## config.mk

```make
export PLATFORM = sky130hd
export DESIGN_NAME = pe_mac_sequencer
export DESIGN_NICKNAME = d
export VERILOG_FILES = /design/src/rtl/npu_pkg.sv /design/src/rtl/pe_seq_addr_gen.sv /design/src/rtl/pe_mac_sequencer.sv
export SDC_FILE = /design/constraint.sdc
export NUM_CORES = 1
export LEC_CHECK = 0
export ABC_CLOCK_PERIOD_IN_PS = 7700
export BUFFER_PORTS_ARGS = -buffer_cell sky130_fd_sc_hd__buf_2
export CAP_MARGIN = 15
export CORE_ASPECT_RATIO = 1.5
export CORE_MARGIN = 10
export CORE_UTILIZATION = 35
export DETAILED_ROUTE_END_ITERATION = 6
export GPL_ROUTABILITY_DRIVEN = 0
export GPL_TIMING_DRIVEN = 0
export MAX_ROUTING_LAYER = met4
export PLACE_DENSITY_LB_ADDON = 0.2
export RECOVER_POWER = 25
export SLEW_MARGIN = 20
export SYNTH_ARGS = -nofsm -noshare
export SYNTH_HDL_FRONTEND = slang
export SYNTH_SLANG_ARGS = --single-unit
```

## constraint.sdc

```tcl
create_clock -name clk -period 7.7 [get_ports clk]
set_clock_uncertainty 0.15 [all_clocks]
set_input_delay 0.385 -clock clk [delete_from_list [all_inputs] [get_ports clk]]
set_output_delay 0.385 -clock clk [all_outputs]
set_load 0.05 [all_outputs]
```

## src/rtl/npu_pkg.sv

```systemverilog
// Shared types and constants for the NPU MAC datapath and its sequencer.
package npu_pkg;

   localparam int unsigned DATA_W = 8;
   localparam int unsigned ACC_W  = 24;
   localparam int unsigned K_MAX  = 511;

   typedef enum logic [2:0] {
      IDLE,
      CLEAR,
      FETCH,
      ISSUE,
      CALC,
      OUT,
      DONE
   } seq_state_t;

endpackage

```

## src/rtl/pe_seq_addr_gen.sv

```systemverilog
// Running operand-buffer address: loads the job base, then steps once per read.
module pe_seq_addr_gen
   import npu_pkg::*;
#(
   parameter int unsigned ADDR_W = 16
) (
   input  logic              clk,
   input  logic              rst_n,
   input  logic              load,
   input  logic [ADDR_W-1:0] base,
   input  logic              inc,
   output logic [ADDR_W-1:0] addr
);

   // Tiles are contiguous in the buffer, so a single incrementing pointer
   // yields base + tile*k_len + k without a multiplier; wrap is intentional.
   always_ff @(posedge clk) begin
      if (!rst_n)
         addr <= '0;
      else if (load)
         addr <= base;
      else if (inc)
         addr <= addr + ADDR_W'(1);
   end

endmodule

```

## src/rtl/pe_mac_sequencer.sv

```systemverilog
// Drives a shared-control PE array through num_tiles dot products of length k_len,
// handing each tile result out over a valid/ready handshake.
module pe_mac_sequencer
   import npu_pkg::*;
#(
   parameter int unsigned K_W    = 9,
   parameter int unsigned TILE_W = 8,
   parameter int unsigned ADDR_W = 16
) (
   input  logic              clk,
   input  logic              rst_n,
   input  logic              start,
   input  logic [K_W-1:0]    k_len,
   input  logic [TILE_W-1:0] num_tiles,
   input  logic [ADDR_W-1:0] base_addr,
   output logic              busy,
   output logic              done,
   output logic              buf_rd_en,
   output logic [ADDR_W-1:0] buf_rd_addr,
   output logic              pe_ready,
   output logic              pe_clr_n,
   output logic              res_valid,
   input  logic              res_ready,
   output logic [TILE_W-1:0] res_idx
);

   seq_state_t        state, state_nx;
   logic [K_W-1:0]    k, k_len_q;
   logic [TILE_W-1:0] tile, num_tiles_q;
   logic              accept, k_last, tile_last;

   assign accept    = (state == IDLE) && start;
   // Only evaluated in CALC/OUT, where the latched counts are at least 1.
   assign k_last    = (k + K_W'(1)) >= k_len_q;
   assign tile_last = (tile + TILE_W'(1)) == num_tiles_q;

   always_ff @(posedge clk) begin
      if (!rst_n) begin
         state       <= IDLE;
         k           <= '0;
         tile        <= '0;
         k_len_q     <= '0;
         num_tiles_q <= '0;
      end else begin
         state <= state_nx;
         case (state)
            IDLE: begin
               if (start) begin
                  k_len_q     <= k_len;
                  num_tiles_q <= num_tiles;
                  tile        <= '0;
                  k           <= '0;
               end
            end
            CLEAR: k <= '0;
            CALC: begin
               if (!k_last)
                  k <= k + K_W'(1);
            end
            OUT: begin
               if (res_ready && !tile_last)
                  tile <= tile + TILE_W'(1);
            end
            default: ;
         endcase
      end
   end

   always_comb begin
      state_nx  = state;
      busy      = 1'b1;
      done      = 1'b0;
      buf_rd_en = 1'b0;
      pe_ready  = 1'b0;
      res_valid = 1'b0;
      res_idx   = '0;
      case (state)
         IDLE: begin
            busy = 1'b0;
            if (start)
               state_nx = (num_tiles == '0) ? DONE : CLEAR;
         end
         CLEAR: state_nx = (k_len_q == '0) ? OUT : FETCH;
         FETCH: begin
            buf_rd_en = 1'b1;
            state_nx  = ISSUE;
         end
         ISSUE: begin
            pe_ready = 1'b1;
            state_nx = CALC;
         end
         CALC: begin
            // The next read lands on the same edge the PE consumes the current pair.
            if (!k_last) begin
               buf_rd_en = 1'b1;
               state_nx  = ISSUE;
            end else begin
               state_nx = OUT;
            end
         end
         OUT: begin
            res_valid = 1'b1;
            res_idx   = tile;
            if (res_ready)
               state_nx = tile_last ? DONE : CLEAR;
         end
         DONE: begin
            busy     = 1'b0;
            done     = 1'b1;
            state_nx = IDLE;
         end
         default: begin
            busy     = 1'b0;
            state_nx = IDLE;
         end
      endcase
   end

   assign pe_clr_n = rst_n & (state != CLEAR);

   pe_seq_addr_gen #(
      .ADDR_W (ADDR_W)
   ) u_addr_gen (
      .clk   (clk),
      .rst_n (rst_n),
      .load  (accept),
      .base  (base_addr),
      .inc   (buf_rd_en),
      .addr  (buf_rd_addr)
   );

endmodule

```

==> results of run 1 <==
-- worst min-delay path, stage by stage --
cell	delay, ns
buf_2	0.09
nand2_1	0.05
a21oi_1	0.05
-- cell usage after synthesis (3+ instances only) --
cell type and count:
nand2_1 69, dfxtp_1 53, a21oi_1 36, o21ai_0 28, clkbuf_1 25, nor2_1 24
nand3_1 23, inv_1 16, and3_1 15, a31oi_1 14, xnor2_1 14, ha_1 12
xor2_1 8, o21a_1 7, o31ai_1 7, nand2b_1 5, nor3_1 5, a22o_1 4
and2_1 4, nand4_1 4, nor4_1 4, a211oi_1 3, and4_1 3, nor2b_1 3
or4_1 3
-- kinds of logic (layout without fill, tap and decap cells) --
family / after synthesis / in the layout
xor gates and xnor gates: 22 / 22
buffers and inverters: 42 / 115
adders and majority gates: 12 / 12
muxes: 2 / 2
AOI/OAI and AO/OA: 122 / 122
and+or+nand+nor: 176 / 176
DFF: 53 / 53
-- sequential cells by signal (all words and copies together), names as in the netlist --
| name | cells |
|---|---|
| k | 9 |
| num_tiles_q | 8 |
| k_len_q | 9 |
| tile | 8 |
| state | 3 |
| u_addr_gen.addr | 16 |
-- power breakdown --
| part | leakage (nW) | internal [W] | total (W) | switching, W |
|---|---|---|---|---|
| clock | 0.0700 | 0.000128 | 0.000225 | 0.0000970 |
| sequential | 0.432 | 0.000300 | 0.000328 | 0.0000278 |
| combinational | 1.02 | 0.0000793 | 0.000285 | 0.000205 |
| total | 1.53 | 0.000508 | 0.000838 | 0.000330 |
-- stage by stage --
| stage | utilization [%] | hold WS [ns] | setup slack, ns |
|---|---|---|---|
| floorplan | - | 0.286 | 4.27 |
| global placement | 40.6 | 0.295 | 3.83 |
| detailed placement | 40.6 | 0.301 | 3.80 |
| CTS | 42.2 | 0.176 | 3.49 |
| global route | 41.9 | 0.185 | 3.19 |
| finish | 41.9 | 0.179 | 3.55 |
-- layout by cell type (no fill, tap or decap), types with 2 or more instances in the layout --
cell type,Yosys,layout
and4_1,3,3
or2_2,2,2
nor4_1,4,4
and2_1,4,3
nor2_1,24,24
or3_1,2,2
a31oi_1,14,14
ha_1,12,12
a21boi_0,2,2
dfxtp_1,53,53
xnor2_1,14,14
a211oi_1,3,3
clkbuf_1,25,45
o21a_1,7,7
o41ai_1,2,2
nand4_1,4,4
buf_2,1,48
a311oi_1,2,2
a21oi_1,36,36
and3_1,15,15
o22ai_1,2,2
a21o_1,2,2
nor2b_1,3,3
clkbuf_16,0,5
mux2_2,2,2
nand2_1,69,69
xor2_1,8,8
o31ai_1,7,7
nand3_1,23,23
nor3b_1,2,2
or4_1,3,3
a22o_1,4,4
nand2b_1,5,5
inv_1,16,16
nor3_1,5,5
o21ai_0,28,28
-- area by class of cell --
class / instances / area [um2]
tap: 112 / 140
sequential: 53 / 1060
clock buffer: 7 / 143
fill: 947 / 5340
buffer: 26 / 98.8
multi-input combinational: 334 / 2050
inverter: 16 / 60.1
timing repair buffer: 66 / 307
-- how the worst max path moves through the flow --
stage / cells past startpoint / start / end
6_report: 13 / k[0] / buf_rd_en
5_1_grt: 13 / k[0] / buf_rd_en
3_5_place_dp: 13 / k[0] / u_addr_gen.addr[2]
4_1_cts: 13 / k[0] / buf_rd_en
3_3_place_gp: 13 / k[0] / buf_rd_en
2_1_floorplan: 14 / k[0] / u_addr_gen.addr[8]
-- layer usage --
layer,GRT usage [%],wire [um],vias to the layer above
li1,-,-,1696
met1,15.5,4130,1554
met2,25.6,5050,82
met3,2.59,393,19
met4,5.60,244,0
met5,-,0,-
==> impl_metrics.tcl, run 1 <==
set metrics [dict create \
    synth_top_family_by_area "simple AND/OR/NAND/NOR gates" \
    hold_end "k_len_q[6]" \
    die_h_um 138 \
    yosys_warnings 0 \
    overflow 0 \
    rrSetupSlack_ns 3.77 \
    clk_pin_slew_ns 0.07 \
    rsz0062_at_grt "no" \
    r2r.worst_path.cells 13 \
    p_per_area_nw_per_um2 217 \
    syn_to_final_growth_pct 18.0 \
    cts_num_sinks 53 \
    ctsResizeCount 0 \
    synthXorXnorAreaFrac_pct 5.90 \
    initial_core_util_pct 35.5 \
    period_share_pct 53.9 \
    power_w 0.000838 \
    cts_tree "yes" \
    cpMaxStageDelayCell "dfxtp_1" \
    drv_cap 0 \
    cpLargestDelayFamily "simple AND/OR/NAND/NOR gates" \
    syn_area_per_cell_um2 7.62 \
    yosys.area_share.simple_pct 27.1 \
    max_freq_ghz 0.241 \
    root_buffer "clkbuf_16" \
    fp-row-count 43 \
    drt_wl_total_um 9820 \
    fin_nets 551 \
    grt_pass1_wl_um 16300 \
    n_antenna_cell 0 \
    setup_viol 0 \
    synth_top_cell_area_share_pct 32.5 \
    antenna_found_initial 0 \
    setup_tns_ns 0 \
    reg2reg_to "u_addr_gen.addr[2]" \
    port_buffers 66 \
    routedWlPerCell_um 16.0 \
    synth_edf_count 0 \
    cp_max_fo 10 \
    cts_htree_levels 2 \
    synth_compound_area_share_pct 24.4 \
    hold_start "k_len[6]" \
    ant_nets 0 \
    worstMarginPinSlew_ns 1.03 \
    io-pin-count 67 \
    crit_buf_inv 3 \
    vias 3351 \
    crit_path_end_kind "output pin" \
    ys_seq_elements 53 \
    cts_buffer_depth 2 \
    vias_per_cell 5.46 \
    required_ns 7.16 \
    status "finished, final reports clean" \
    async_flop_share_pct 0 \
    fin_crit_ns 4.15 \
    worstPathArrival_ns 3.61 \
    synth_cells 429 \
    layout-drive-gt1-share_pct 13.1 \
    drc 0 \
    muxShareOfSynthArea_pct 0.689 \
    synth_top_area_cell "dfxtp_1" \
    synthTopCellsByArea "dfxtp_1 32%, nand2_1 7.9%, a21oi_1 5.5%" \
    ys_seq_area_share_pct 32.5 \
    slowest_delay_ns 0.38 \
    whs_path_depth 3 \
    syn_area_um2 3270 \
    grt_max_degree 15 \
    fin_area_um2 3860 \
    crit_chain "ha_1 -> and3_1 -> and3_1 -> nand3_1 -> xnor2_1 -> ha_1 -> and4_1 -> nand3_1 -> o21a_1 -> a21boi_0 -> clkbuf_1 -> inv_1 -> buf_2" \
    place_inst 607 \
    grt_pass1_vias 3316 \
    timing.rr.start "k[0]" \
    cts-hold-fix-buffers 0 \
    critPathLaunchType "flop" \
    hold_path_class "primary input to flop" \
    dr.pass1.iters 4 \
    die-area_um2 13700 \
    drt_iter0_markers 194 \
    stdcell_count 614 \
    worstSetupPathType "flop to output pin" \
    core_area_um2 9200 \
    dp_hpwl_um 7880 \
    maxSlewViolCount 0 \
    numCtsBuffers 5 \
    ys_types 56 \
    post_cts_buffers 0 \
    max_slew_margin_pct 30.5 \
    p_leak_nw 1.53 \
    grtUsageTotal_pct 14.5 \
    die_w_um 98.9 \
    clk_latency_ns 0.29 \
    syn-num-nets 478 \
    yosys_most_used_dff "dfxtp_1" \
    placed_cell_area_um2 3740 \
    hold_violations 0 \
    ir_drop_uv 147 \
    synth_fa_ha_area_share_pct 4.59 \
]
(Power assumes the default switching activity.)
==> run 2, diff against run 1 <==
Settings changed: ABC_CLOCK_PERIOD_IN_PS 7700 to 4000.
Clock period 7.7 ns to 4 ns, I/O delays scaled along.
==> run 2 against run 1 <==
Against the previous run:
- global-route usage increased by 0.22 points
- routed wire length increased by 2.7%
- clock power increased by 92%
- cell area increased by 2.7%
- final cell count increased by 1.5%
- critical path depth unchanged
- register-to-register slack got worse by 3.4 ns
- worst hold slack got worse by 0.17 ns
==> impl_metrics.tcl, run 2 (synthesis results as in run 1) <==
set metrics [dict create \
    clk_latency_ns 0.29 \
    setup_tns_ns 0 \
    status "finished, final reports clean" \
    final_core_util_pct 43.1 \
    worstSetupPathType "flop to output pin" \
    layout-drive-gt1-share_pct 13.5 \
    drt_wl_total_um 10100 \
    cts_tree "yes" \
    mostFrequentLayoutCell "nand2_1" \
    maxSlewViolCount 0 \
    vias 3415 \
    period_share_pct 91.7 \
    numCtsBuffers 5 \
    drt_iter0_markers 173 \
    ant_nets 0 \
    die_w_um 98.9 \
    fin_nets 560 \
    cts_buffer_depth 2 \
    worstPathArrival_ns 3.32 \
    overflow 0 \
    initial_core_util_pct 35.5 \
    grt_pass1_vias 3355 \
    multiInputGateArea_um2 2060 \
    die_h_um 138 \
    top_regs "u_addr_gen.addr x16, k x9, k_len_q x9" \
    p_per_area_nw_per_um2 411 \
    critPathLaunchType "flop" \
    fp-row-count 43 \
    worstMarginPinSlew_ns 0.706 \
    routedWlPerCell_um 16.2 \
    crit_path_end_kind "output pin" \
    p_leak_nw 1.57 \
    regArea_um2 1060 \
    root_buffer "clkbuf_16" \
    grt_max_degree 15 \
    fin_crit_ns 3.67 \
    largest_reg_flops 16 \
    cp_max_fo 10 \
    hold_violations 0 \
    rsz0062_at_grt "no" \
    dp_hpwl_um 7880 \
    n_antenna_cell 0 \
    regMostFlops "u_addr_gen.addr" \
    cts_num_sinks 53 \
    clk_pin_slew_ns 0.07 \
    max_freq_ghz 0.273 \
    max_slew_margin_pct 52.9 \
    syn_to_final_growth_pct 21.2 \
    layout_common_cells "69 x nand2_1, 53 x dfxtp_1, 47 x buf_2, 44 x clkbuf_1, 36 x a21oi_1" \
    die-area_um2 13700 \
    drc 0 \
    grt_pass1_wl_um 16500 \
    dr.pass1.iters 5 \
    antenna_found_initial 0 \
    post_cts_buffers 0 \
    cts_htree_levels 2 \
    core_area_um2 9200 \
    hold_path_class "primary input to flop" \
    fillCellCount 942 \
    vias_per_cell 5.48 \
    port_buffers 66 \
    required_ns 3.65 \
    setup_viol 0 \
    io-pin-count 67 \
    ir_drop_uv 282 \
    grtUsageTotal_pct 14.7 \
    drv_cap 0 \
]
-- run 2: cell types whose count changed in the layout (fill, tap and decap cells not counted), sizes merged --
cell,previous run,this run
clkbuf,51,52
buf,48,47
dlygate4sd3,0,9
-- run 2: area by class of cell --
cell class	instances	share of cell area, %
inverters	16	1.52
repair buffers	75	9.98
flip-flops and latches	53	26.8
multi-input cells	334	52.0
well taps	112	3.54
plain buffers	26	2.62
clock buffers	7	3.60
-- run 2: critical path, cell delays in order (launching register included) --
cell and delay [ns]:
dfxtp_1 0.38, ha_1 0.23, and3_1 0.26, and3_1 0.26, nand3_1 0.11, xnor2_1 0.21, ha_1 0.30, and4_1 0.22
o21ai_0 0.11, o21a_1 0.25, a21boi_2 0.09, clkbuf_4 0.18, inv_1 0.14, buf_2 0.29
-- run 2: timing repair --
action | 4_1_cts | 5_1_grt
setup endpoints to repair | 1 | 8
resized for setup | 1 | 8
hold buffers | 9 | 0
endpoints found under the hold margin | 9 | 0
-- run 2: worst paths after layout --
path                               to         start  cells past startpoint  slack [ns]
hold reg to reg            k_len_q[8]    k_len_q[8]                      2        0.31
setup reg to reg  u_addr_gen.addr[14]          k[0]                     13        0.41
setup / recovery            buf_rd_en          k[0]                     13        0.33
hold / removal         num_tiles_q[3]  num_tiles[3]                      3       0.006
-- run 2: power by group --
part / internal [W] / switching, W
clock: 0.000246 / 0.000187
sequential: 0.000578 / 0.0000537
combinational: 0.000162 / 0.000400
-- run 2: metal layers --
layer | global-route usage, % | part of all wire, % | up-vias
met1 | 15.6 | 41 | 1578
li1 | - | - | 1708
met4 | 5.60 | 2.5 | 0
met3 | 2.59 | 4.1 | 19
met5 | - | 0 | -
met2 | 26.1 | 52 | 110
-- run 2: stage by stage --
| step | std cells | worst slack, ns | cell area [um2] | hold WS (ns) | power, W |
|---|---|---|---|---|---|
| floorplan | 429 | 0.575 | 3270 | 0.182 | 0.00103 |
| global placement | 607 | 0.135 | 3740 | 0.286 | 0.00120 |
| detailed placement | 607 | 0.0990 | 3740 | 0.289 | 0.00120 |
| CTS | 623 | 0.0506 | 3970 | 0.00206 | 0.00165 |
| global route | 623 | 0.0345 | 3960 | 0.0160 | 0.00173 |
| finish | 623 | 0.331 | 3960 | 0.00553 | 0.00163 |
